**src/rtl/reward_unit_pkg.sv**
```systemverilog
// Shared constants, FSM encoding and record layout for the reward stage.
// REWARD_CLUSTER_PENALTY_EN enables the cluster-ID read and penalty.
package reward_unit_pkg;

    localparam int WORD_WIDTH = 16;
    localparam int MEM_DEPTH  = 1024;
    localparam logic [WORD_WIDTH-1:0] ADDR_MASK = WORD_WIDTH'(MEM_DEPTH - 1);

    localparam logic [WORD_WIDTH-1:0] Q_BASE   = 16'h0100;
    localparam logic [WORD_WIDTH-1:0] HOP_BASE = 16'h0200;
    localparam logic [WORD_WIDTH-1:0] CLU_BASE = 16'h0300;

    localparam int R_BASE = 100;
    localparam int R_HOP  = 10;
    localparam int R_CLU  = 50;

    localparam int REC_WIDTH       = 5 * WORD_WIDTH;
    localparam int REC_Q_LSB       = 0;
    localparam int REC_REWARD_LSB  = 1 * WORD_WIDTH;
    localparam int REC_ACTION_LSB  = 2 * WORD_WIDTH;
    localparam int REC_CLUSTER_LSB = 3 * WORD_WIDTH;
    localparam int REC_NODE_LSB    = 4 * WORD_WIDTH;

    typedef enum logic [2:0] {
        ST_IDLE,
        ST_RD_QA,
        ST_RD_QB,
        ST_RD_HOP,
        ST_RD_CLU,
        ST_CALC,
        ST_DONE
    } state_t;

    // Table entries are 2 bytes wide; the memory only decodes 10 bits.
    function automatic logic [WORD_WIDTH-1:0] entry_addr(
        input logic [WORD_WIDTH-1:0] base,
        input logic [WORD_WIDTH-1:0] id
    );
        return (base + (id << 1)) & ADDR_MASK;
    endfunction

endpackage

```
**src/rtl/reward_unit_arith.sv**
```systemverilog
// Reward arithmetic: base minus hop and cluster penalties, saturated.
// The cluster term is gated by clu_en (REWARD_CLUSTER_PENALTY_EN at top).
module reward_arith #(
    parameter int WORD_WIDTH = reward_unit_pkg::WORD_WIDTH,
    parameter int R_BASE     = reward_unit_pkg::R_BASE,
    parameter int R_HOP      = reward_unit_pkg::R_HOP,
    parameter int R_CLU      = reward_unit_pkg::R_CLU
) (
    input  logic [WORD_WIDTH-1:0] hop,
    input  logic [WORD_WIDTH-1:0] clu,
    input  logic [WORD_WIDTH-1:0] my_cluster,
    input  logic                  clu_en,
    output logic [WORD_WIDTH-1:0] reward
);

    localparam logic signed [31:0] SAT_MAX = (32'sd1 <<< (WORD_WIDTH - 1)) - 32'sd1;
    localparam logic signed [31:0] SAT_MIN = -(32'sd1 <<< (WORD_WIDTH - 1));

    logic                clu_mismatch;
    logic signed [31:0]  hop_s;
    logic signed [31:0]  penalty;
    logic signed [31:0]  wide;

    always_comb begin
        clu_mismatch = (clu != my_cluster);
        hop_s        = $signed(32'(hop));
        penalty      = (clu_en && clu_mismatch) ? 32'(R_CLU) : 32'sd0;
        wide         = 32'(R_BASE) - 32'(R_HOP) * hop_s - penalty;
        if (wide > SAT_MAX) begin
            reward = SAT_MAX[WORD_WIDTH-1:0];
        end else if (wide < SAT_MIN) begin
            reward = SAT_MIN[WORD_WIDTH-1:0];
        end else begin
            reward = wide[WORD_WIDTH-1:0];
        end
    end

endmodule

```
**src/rtl/reward_unit.sv**
```systemverilog
// Reward stage: reads Q/HOP/CLU tables, computes and publishes a reward record.
// REWARD_CLUSTER_PENALTY_EN adds the RD_CLU read and the foreign-cluster penalty.
module reward_unit #(
    parameter int WORD_WIDTH                = reward_unit_pkg::WORD_WIDTH,
    parameter logic [WORD_WIDTH-1:0] Q_BASE   = reward_unit_pkg::Q_BASE,
    parameter logic [WORD_WIDTH-1:0] HOP_BASE = reward_unit_pkg::HOP_BASE,
    parameter logic [WORD_WIDTH-1:0] CLU_BASE = reward_unit_pkg::CLU_BASE,
    parameter int R_BASE                    = reward_unit_pkg::R_BASE,
    parameter int R_HOP                     = reward_unit_pkg::R_HOP,
    parameter int R_CLU                     = reward_unit_pkg::R_CLU
) (
    input  logic                    clock,
    input  logic                    reset,
    input  logic [WORD_WIDTH-1:0]   _action,
    input  logic [WORD_WIDTH-1:0]   _besthop,
    output logic [WORD_WIDTH-1:0]   address,
    input  logic [WORD_WIDTH-1:0]   mem_data_out,
    output logic [5*WORD_WIDTH-1:0] reward_data_out,
    input  logic [WORD_WIDTH-1:0]   MY_NODE_ID,
    input  logic [WORD_WIDTH-1:0]   MY_CLUSTER_ID,
    input  logic                    done_prev,
    output logic                    done_reward
);

    import reward_unit_pkg::*;

`ifdef REWARD_CLUSTER_PENALTY_EN
    localparam logic CLU_EN = 1'b1;
`else
    localparam logic CLU_EN = 1'b0;
`endif

    state_t                state;
    logic                  half;
    logic [WORD_WIDTH-1:0] act_q;
    logic [WORD_WIDTH-1:0] bh_q;
    logic [WORD_WIDTH-1:0] node_q;
    logic [WORD_WIDTH-1:0] clus_q;
    logic [WORD_WIDTH-1:0] q_a;
    logic [WORD_WIDTH-1:0] q_b;
    logic [WORD_WIDTH-1:0] hop_q;
    logic [WORD_WIDTH-1:0] clu_q;
    logic [WORD_WIDTH-1:0] reward;

    reward_arith #(
        .WORD_WIDTH (WORD_WIDTH),
        .R_BASE     (R_BASE),
        .R_HOP      (R_HOP),
        .R_CLU      (R_CLU)
    ) u_arith (
        .hop        (hop_q),
        .clu        (clu_q),
        .my_cluster (clus_q),
        .clu_en     (CLU_EN),
        .reward     (reward)
    );

    always_ff @(posedge clock or posedge reset) begin
        if (reset) begin
            state           <= ST_IDLE;
            half            <= 1'b0;
            address         <= '0;
            reward_data_out <= '0;
            done_reward     <= 1'b0;
            act_q           <= '0;
            bh_q            <= '0;
            node_q          <= '0;
            clus_q          <= '0;
            q_a             <= '0;
            q_b             <= '0;
            hop_q           <= '0;
            clu_q           <= '0;
        end else begin
            unique case (state)
                ST_IDLE: begin
                    if (done_prev) begin
                        act_q   <= _action;
                        bh_q    <= _besthop;
                        node_q  <= MY_NODE_ID;
                        clus_q  <= MY_CLUSTER_ID;
                        address <= entry_addr(Q_BASE, _action);
                        half    <= 1'b0;
                        state   <= ST_RD_QA;
                    end
                end
                ST_RD_QA: begin
                    half <= ~half;
                    if (half) begin
                        q_a     <= mem_data_out;
                        address <= entry_addr(Q_BASE, bh_q);
                        state   <= ST_RD_QB;
                    end
                end
                ST_RD_QB: begin
                    half <= ~half;
                    if (half) begin
                        q_b     <= mem_data_out;
                        address <= entry_addr(HOP_BASE, act_q);
                        state   <= ST_RD_HOP;
                    end
                end
                ST_RD_HOP: begin
                    half <= ~half;
                    if (half) begin
                        hop_q <= mem_data_out;
`ifdef REWARD_CLUSTER_PENALTY_EN
                        address <= entry_addr(CLU_BASE, act_q);
                        state   <= ST_RD_CLU;
`else
                        state   <= ST_CALC;
`endif
                    end
                end
                ST_RD_CLU: begin
                    half <= ~half;
                    if (half) begin
                        clu_q <= mem_data_out;
                        state <= ST_CALC;
                    end
                end
                ST_CALC: begin
                    reward_data_out <= {node_q, clus_q, act_q, reward, q_b};
                    done_reward     <= 1'b1;
                    state           <= ST_DONE;
                end
                ST_DONE: begin
                    if (!done_prev) begin
                        done_reward <= 1'b0;
                        state       <= ST_IDLE;
                    end
                end
                default: state <= ST_IDLE;
            endcase
        end
    end

endmodule

```
**config.mk**
```make
export PLATFORM = sky130hd
export DESIGN_NAME = reward_unit
export DESIGN_NICKNAME = d
export VERILOG_FILES = /design/src/rtl/reward_unit_pkg.sv /design/src/rtl/reward_unit_arith.sv /design/src/rtl/reward_unit.sv
export SDC_FILE = /design/constraint.sdc
export NUM_CORES = 1
export LEC_CHECK = 0
export BUFFER_PORTS_ARGS = -buffer_cell sky130_fd_sc_hd__buf_2
export CAP_MARGIN = 25
export CORE_MARGIN = 2
export CORE_UTILIZATION = 45
export DETAILED_ROUTE_END_ITERATION = 10
export PLACE_DENSITY = 0.74
export SYNTH_ARGS = -nofsm -noshare
export SYNTH_HDL_FRONTEND = slang
export SYNTH_HIERARCHICAL = 1
export SYNTH_SLANG_ARGS = --single-unit
```
**constraint.sdc**
```tcl
create_clock -name clock -period 7.7 [get_ports clock]
set_input_delay 0.385 -clock clock [delete_from_list [all_inputs] [get_ports clock]]
set_output_delay 0.385 -clock clock [all_outputs]
set_load 0.01 [all_outputs]
```
Word-level counts from Yosys, hierarchy flattened

Index checks and enable logic that the tools add are counted.

Add/sub/neg operators: 4
Multiply operators: 1
Div/mod/pow operators: 0
$lt $le $gt $ge: 2
Eq/ne operators: 11
Shift-type cells: 0
Multiplexer cells: 16
Bitwise operators: 1
Reduce and logical (&&, ||, !) cells: 13

Operators by type and width:

| kind                   | count |
|---|---|
| $mux 16                | 5 |
| $pmux 16 s3            | 1 |
| $gt 32x16->1 const B   | 1 |
| $lt 32x16->1 const B   | 1 |
| $sub 8x32->32 const A  | 1 |
| $add 9x10->10 const A  | 2 |
| $mul 3x16->19 const A  | 1 |
| $pmux 3 s6             | 1 |
| $mux 3                 | 5 |
| $add 10x10->10 const A | 1 |
| $reduce_and 2->1       | 5 |
| $eq 3x3->1 const B     | 3 |
| $ne 2x2->1 const B     | 4 |
| $eq 3x2->1 const B     | 2 |
| $reduce_and 5->1       | 1 |
| $pmux 1 s2             | 2 |
| $reduce_and 4->1       | 1 |
| $reduce_bool 2->1      | 2 |
| $reduce_or 4->1        | 1 |
| $eq 3x1->1 const B     | 1 |
| $logic_not 3->1        | 1 |
| $reduce_bool 3->1      | 1 |
| $mux 1                 | 2 |
| $ne 2x1->1 const B     | 1 |
| other kinds (2)        | 2 |

Register bits after elaboration: 190
Latch bits: 0
Bits in writable memories: 0
Bits in read-only memories: 0
Input bits: 83
Output and inout bits: 97
Word-level logic and storage cells: 59
Memories kept: 0

Longest topological paths before layout

Depth in word-level cells: 5
Depth in mapped cells: 19

Cells and area by module

The synthesis kept the hierarchy.

Modules (own cells, without submodules):

| module       | instances | cells each | area an instance (um^2) | seq. area each (um^2) |
|---|---|---|---|---|
| reward_unit  | 1         | 509        | 7868.8                  | 4979.8 |
| reward_arith | 1         | 292        | 2155.8                  | 0.0 |

Worst setup path before layout

Ideal clock, no wire load.

Path kind: flip-flop to flip-flop
Start: register hop_q[1]
End: register reward_data_out[20]
Library setup time: 0.125 ns
Arrival: 4.263 ns
Required time: 7.575 ns
Setup slack: 3.312 ns
Stages on the path, launching flop included: 20
Period minus slack after synthesis: 4.388 ns
Path through: dfrtp_1 ha_1 ha_1 inv_1 fa_1 nand2b_1 a21oi_1 xor2_1 or4_4 or4_1 buf_2 nor2_1 nand3_1 a31oi_2 a311o_1 buf_4 o21bai_2 buf_6 o211ai_1 mux2_2

Word-level cells in the longest chain between the ends: 5
Elaborated cells between the ends (all ways): 6
Those cells by class: 1 x add/sub; 1 x mul; 2 x order compare; 2 x mux

RTL lines:

| what                   | line                    | RTL |
|---|---|---|
| start, declared        | reward_unit.sv:41       | `logic [WORD_WIDTH-1:0] hop_q;` |
| start signal, assigned | reward_unit.sv:105      | `hop_q <= mem_data_out;` |
| $mul 3x16->19 *        | reward_unit_arith.sv:28 | `wide = 32'(R_BASE) - 32'(R_HOP) * hop_s - penalty;` |
| $sub 8x32->32 *        | reward_unit_arith.sv:28 |  |
| $lt 32x16->1           | reward_unit_arith.sv:31 | `end else if (wide < SAT_MIN) begin` |
| $mux 16                | reward_unit_arith.sv:31 |  |
| $mux 16 *              | reward_unit_arith.sv:29 | `if (wide > SAT_MAX) begin` |
| via reward[4]          | reward_unit.sv:43       | `logic [WORD_WIDTH-1:0] reward;` |
| end signal, assigned   | reward_unit.sv:122      | `reward_data_out <= {node_q, clus_q, act_q, reward, q_b};` |
| end, declared          | reward_unit.sv:18       | `output logic [5*WORD_WIDTH-1:0] reward_data_out,` |

The timed path passes the listed nets; every way through them passes the cells marked *.
A chain may end at the register's enable or synchronous reset.

Final worst setup path

Start: register hop_q[1]
End: register reward_data_out[28]

Same word-level chain as after synthesis.

==> summary by stage <==
Run status
The run finished with clean final reports.

Cells and area
The multi-input combinational cells in the finished layout cover a total of around 4800 um^2. The net count reported at finish is 1,069. Summing all flip-flop and latch instances after layout gives 4980 um^2. The layout overhead on the synthesized area is 15.9%. In the final layout, the share of cells above drive strength 1 is 43.8%.

The layout filler cell count is between 1,500 and 2,000.

Setup path
At the worst endpoint, the required time is 8010 ps. The sum of buffers and inverters on the critical path is 1. The worst setup path is launched from a register.

The largest individual stage delay along the critical path comes from the cell xor2_1. The dominant delay contributor by cell family on the critical path is compound AO/OA/AOI/OAI gates. The type of the worst setup path is reg2reg.

The type of element capturing the critical path is a register. Along the worst path, the maximum fanout reaches 14. The maximum cell stage delay along the critical path is 560 ps. Traced cell by cell, the critical path runs through ha_1, ha_1, inv_1, fa_1, nand2b_1, a211oi_2, nor2_1, xor2_1, nand4_1, nor4_1, nand2b_1, a31oi_2, a311o_1, o21bai_2, o21ai_1, mux2_2. The arrival time at the worst endpoint is 5380 ps.

Worst hold path
The kind of path behind the tightest hold check is in2async.

Logic synthesis
The number of synthesized register bits is around 200. The synthesized netlist cell count is 801. Averaged over all synthesized cells, the footprint is 12.5 um^2. Yosys printed 6 warnings. After synthesis, the share of flip-flops with an asynchronous set or reset is 100%. After synthesis the cells add up to approximately 10,000 um^2. The most used flip-flop cell after synthesis is dfrtp_1.

Summing the sequential cell areas from Yosys gives around half of the chip area. The number of library cell types mapped by synthesis is 70. The number of enable flip-flop cells after synthesis is 0.

Clock tree
The sink count of the clock tree is between 150 and 200. The post-CTS setup-driven buffer insertion count is 0. The count of cells resized by post-cts repair is 0.

The depth of the CTS H-tree is 4. The number of clock buffers added by TritonCTS is 17. Clock-pin slew was measured on the worst setup and hold paths at about 80 ps.

TritonCTS built the clock tree. The number of buffers between clock root and the deepest sink is 2. The master cell of the clock root buffer is clkbuf_16. Buffers inserted to repair hold after CTS numbered 0. The insertion delay to the later sink of the worst-skew pair is between 400 and 500 ps.

Global routing
The overall overflow remaining after global route is 0. The number of antenna violations at the first check in global routing came to 2. The largest net degree at the start of global routing is 126. The number of global-route vias before repair is between 6,000 and 7,000.

The first global-routing pass estimated 34,400 um of wire. The global-route usage over all layers is 18.0%.

STA
The final count of pins violating max slew is 0. Setup violations remaining at the end of the flow were counted as 0. Setup total negative slack on the finished layout was measured at 0 ps. The relative slew slack is 38.0%. The setup clock skew after layout is 13.3 ps. Setup repair after global routing left no endpoint under its margin. The clock period minus worst slack is 5070 ps. For this run, the top clock speed supported by timing is 197 MHz. The measured slew at the worst slew-check pin is 918 ps. The count of final hold-check violations is 0. The period utilization is 65.8%.

Drt
In the final routed layout, each cell accounts on average for approximately 17 um. After the first detailed-routing iteration, the DRC count stood at about 320. The mean number of vias per cell is 5.35. Detailed routing inserted a total of 6,668 vias. The detailed-route wire length is 20,700 um. The DRC violations left is 0. The count of nets left with antenna violations once routing finished came out at 0. The first-pass detailed-route iteration total is 4.

Place
The port buffer count is 165. The half-perimeter wire length of the detailed placement result is 14,800 um. At the end of routability-driven placement, the weighted congestion stood at 0.819.

Run
Max-cap violations in this run came to 0.

Floorplan
The number of core rows is 54. For this configuration, the core starts out at a cell density of roughly 46%. The total I/O pin count is 180.

The die covers 23,500 um^2. The floorplan step set the die width to 153 um. From bottom edge to top edge, the die measures 153 um. The area of the placeable core is 21,800 um^2.
sequential cells by signal (all words and copies together), names as in the netlist:
register and count:
q_b 16, bh_q 9, hop_q 16, clus_q 16
half 1, node_q 16, act_q 16, clu_q 16
address 9, reward_data_out 80, done_reward 1, state 3
layout make-up:
cell class              instances  area share (%)
inverters                      15           0.549
diodes                          1          0.0215
clock buffers                  19            3.81
well taps                     280            3.02
flip-flops and latches        199            42.9
clock inverters                13            1.31
repair buffers                170            7.41
multi-input cells             549            41.0
layout by cell type (no fill, tap or decap), types with 6 or more instances in the layout:
cell type and n:
buf_2 166, a21oi_1 31, nor3_1 11, inv_1 13, mux2i_1 7, nor2b_1 6
or2_2 7, o21ai_0 21, nand2b_1 10, ha_1 33, or3_1 8, o21ai_1 7
nor2_1 25, o21a_1 6, xnor2_1 27, nand2_1 25, conb_1 8, nand3_1 11
xor2_1 23, mux2_2 194, dfrtp_1 199, o22ai_1 11, clkbuf_16 17
cells in the mapped netlist, drive strengths merged, types with 3 or more instances:
library cell | n | area (um^2)
dfrtp | 199 | 4980
mux2 | 195 | 2200
buf | 36 | 238
ha | 33 | 413
a21oi | 31 | 155
o21ai | 28 | 140
xnor2 | 27 | 236
nor2 | 26 | 100
nand2 | 25 | 93.8
xor2 | 23 | 201
inv | 15 | 56.3
nor3 | 14 | 85.1
nand3 | 12 | 60.1
o22ai | 11 | 68.8
nand2b | 10 | 62.6
or2 | 10 | 62.6
clkbuf | 9 | 35.0
or3 | 8 | 50.1
mux2i | 7 | 70.1
nor2b | 6 | 37.5
nor4 | 6 | 43.8
o21a | 6 | 45.0
a21o | 5 | 37.5
a22oi | 5 | 47.5
a311oi | 5 | 43.8
o211ai | 5 | 37.5
a211oi | 3 | 27.5
a31oi | 3 | 25.0
and3 | 3 | 18.8
nand4 | 3 | 25.0
o31ai | 3 | 22.5
cells by family after synthesis:
group / count (synthesis) / share of synthesized area, %
multiplexers: 202 / 22.6
flip-flops: 199 / 49.7
AND/OR/NAND/NOR: 137 / 7.93
AO/OA/AOI/OAI: 117 / 7.56
buffers and inverters: 60 / 3.28
XOR/XNOR: 51 / 4.59
adder cells (fa/ha/maj): 34 / 4.32
other: 1 / 0.0374
path summary, 6_finish.rpt:
path	startpoint	to	slack, ps	cells past startpoint
max	hop_q[1]	reward_data_out[28]	2630	16
max in group asynchronous	reset	q_b[0]	6100	3
max reg2reg	hop_q[1]	reward_data_out[28]	2630	16
min	reset	reward_data_out[33]	120	2
min in group clock	MY_CLUSTER_ID[9]	clus_q[9]	180	2
min reg2reg	reward_data_out[22]	reward_data_out[22]	500	1
worst register-to-register path: stages (launching register included):
cell and delay [ps]:
dfrtp_1 430, ha_1 310, ha_1 190, inv_1 60, fa_1 390, nand2b_1 190
a211oi_2 290, nor2_1 160, xor2_1 560, nand4_1 260, nor4_1 530, nand2b_1 130
a31oi_2 210, a311o_1 440, o21bai_2 350, o21ai_1 180, mux2_2 300
stage by stage:
step	instance area [um^2]	utilization [%]	setup WS, ps	cells	hold slack (ps)
2_1_floorplan	10100	-	1890	808	474
5_1_grt	11600	53.2	2160	1245	163
3_3_place_gp	11000	50.5	2790	1212	483
4_1_cts	11600	53.2	2660	1244	156
6_report	11600	53.2	2630	1246	115
3_5_place_dp	11000	50.5	2680	1212	487
per-layer routing:
| layer | global-route usage, % | vias up | part of all wire (%) | wire (um) |
|---|---|---|---|---|
| met3 | 4.79 | 25 | 5.5 | 1140 |
| met4 | 5.78 | 2 | 1.7 | 348 |
| met2 | 30.3 | 145 | 49 | 10100 |
| met1 | 22.6 | 3306 | 44 | 9020 |
| li1 | - | 3190 | - | - |
| met5 | 0 | - | 0.077 | 16 |
Power is not shown: default switching activity piles up to over one toggle a cycle in this logic, so the estimate is an artifact.
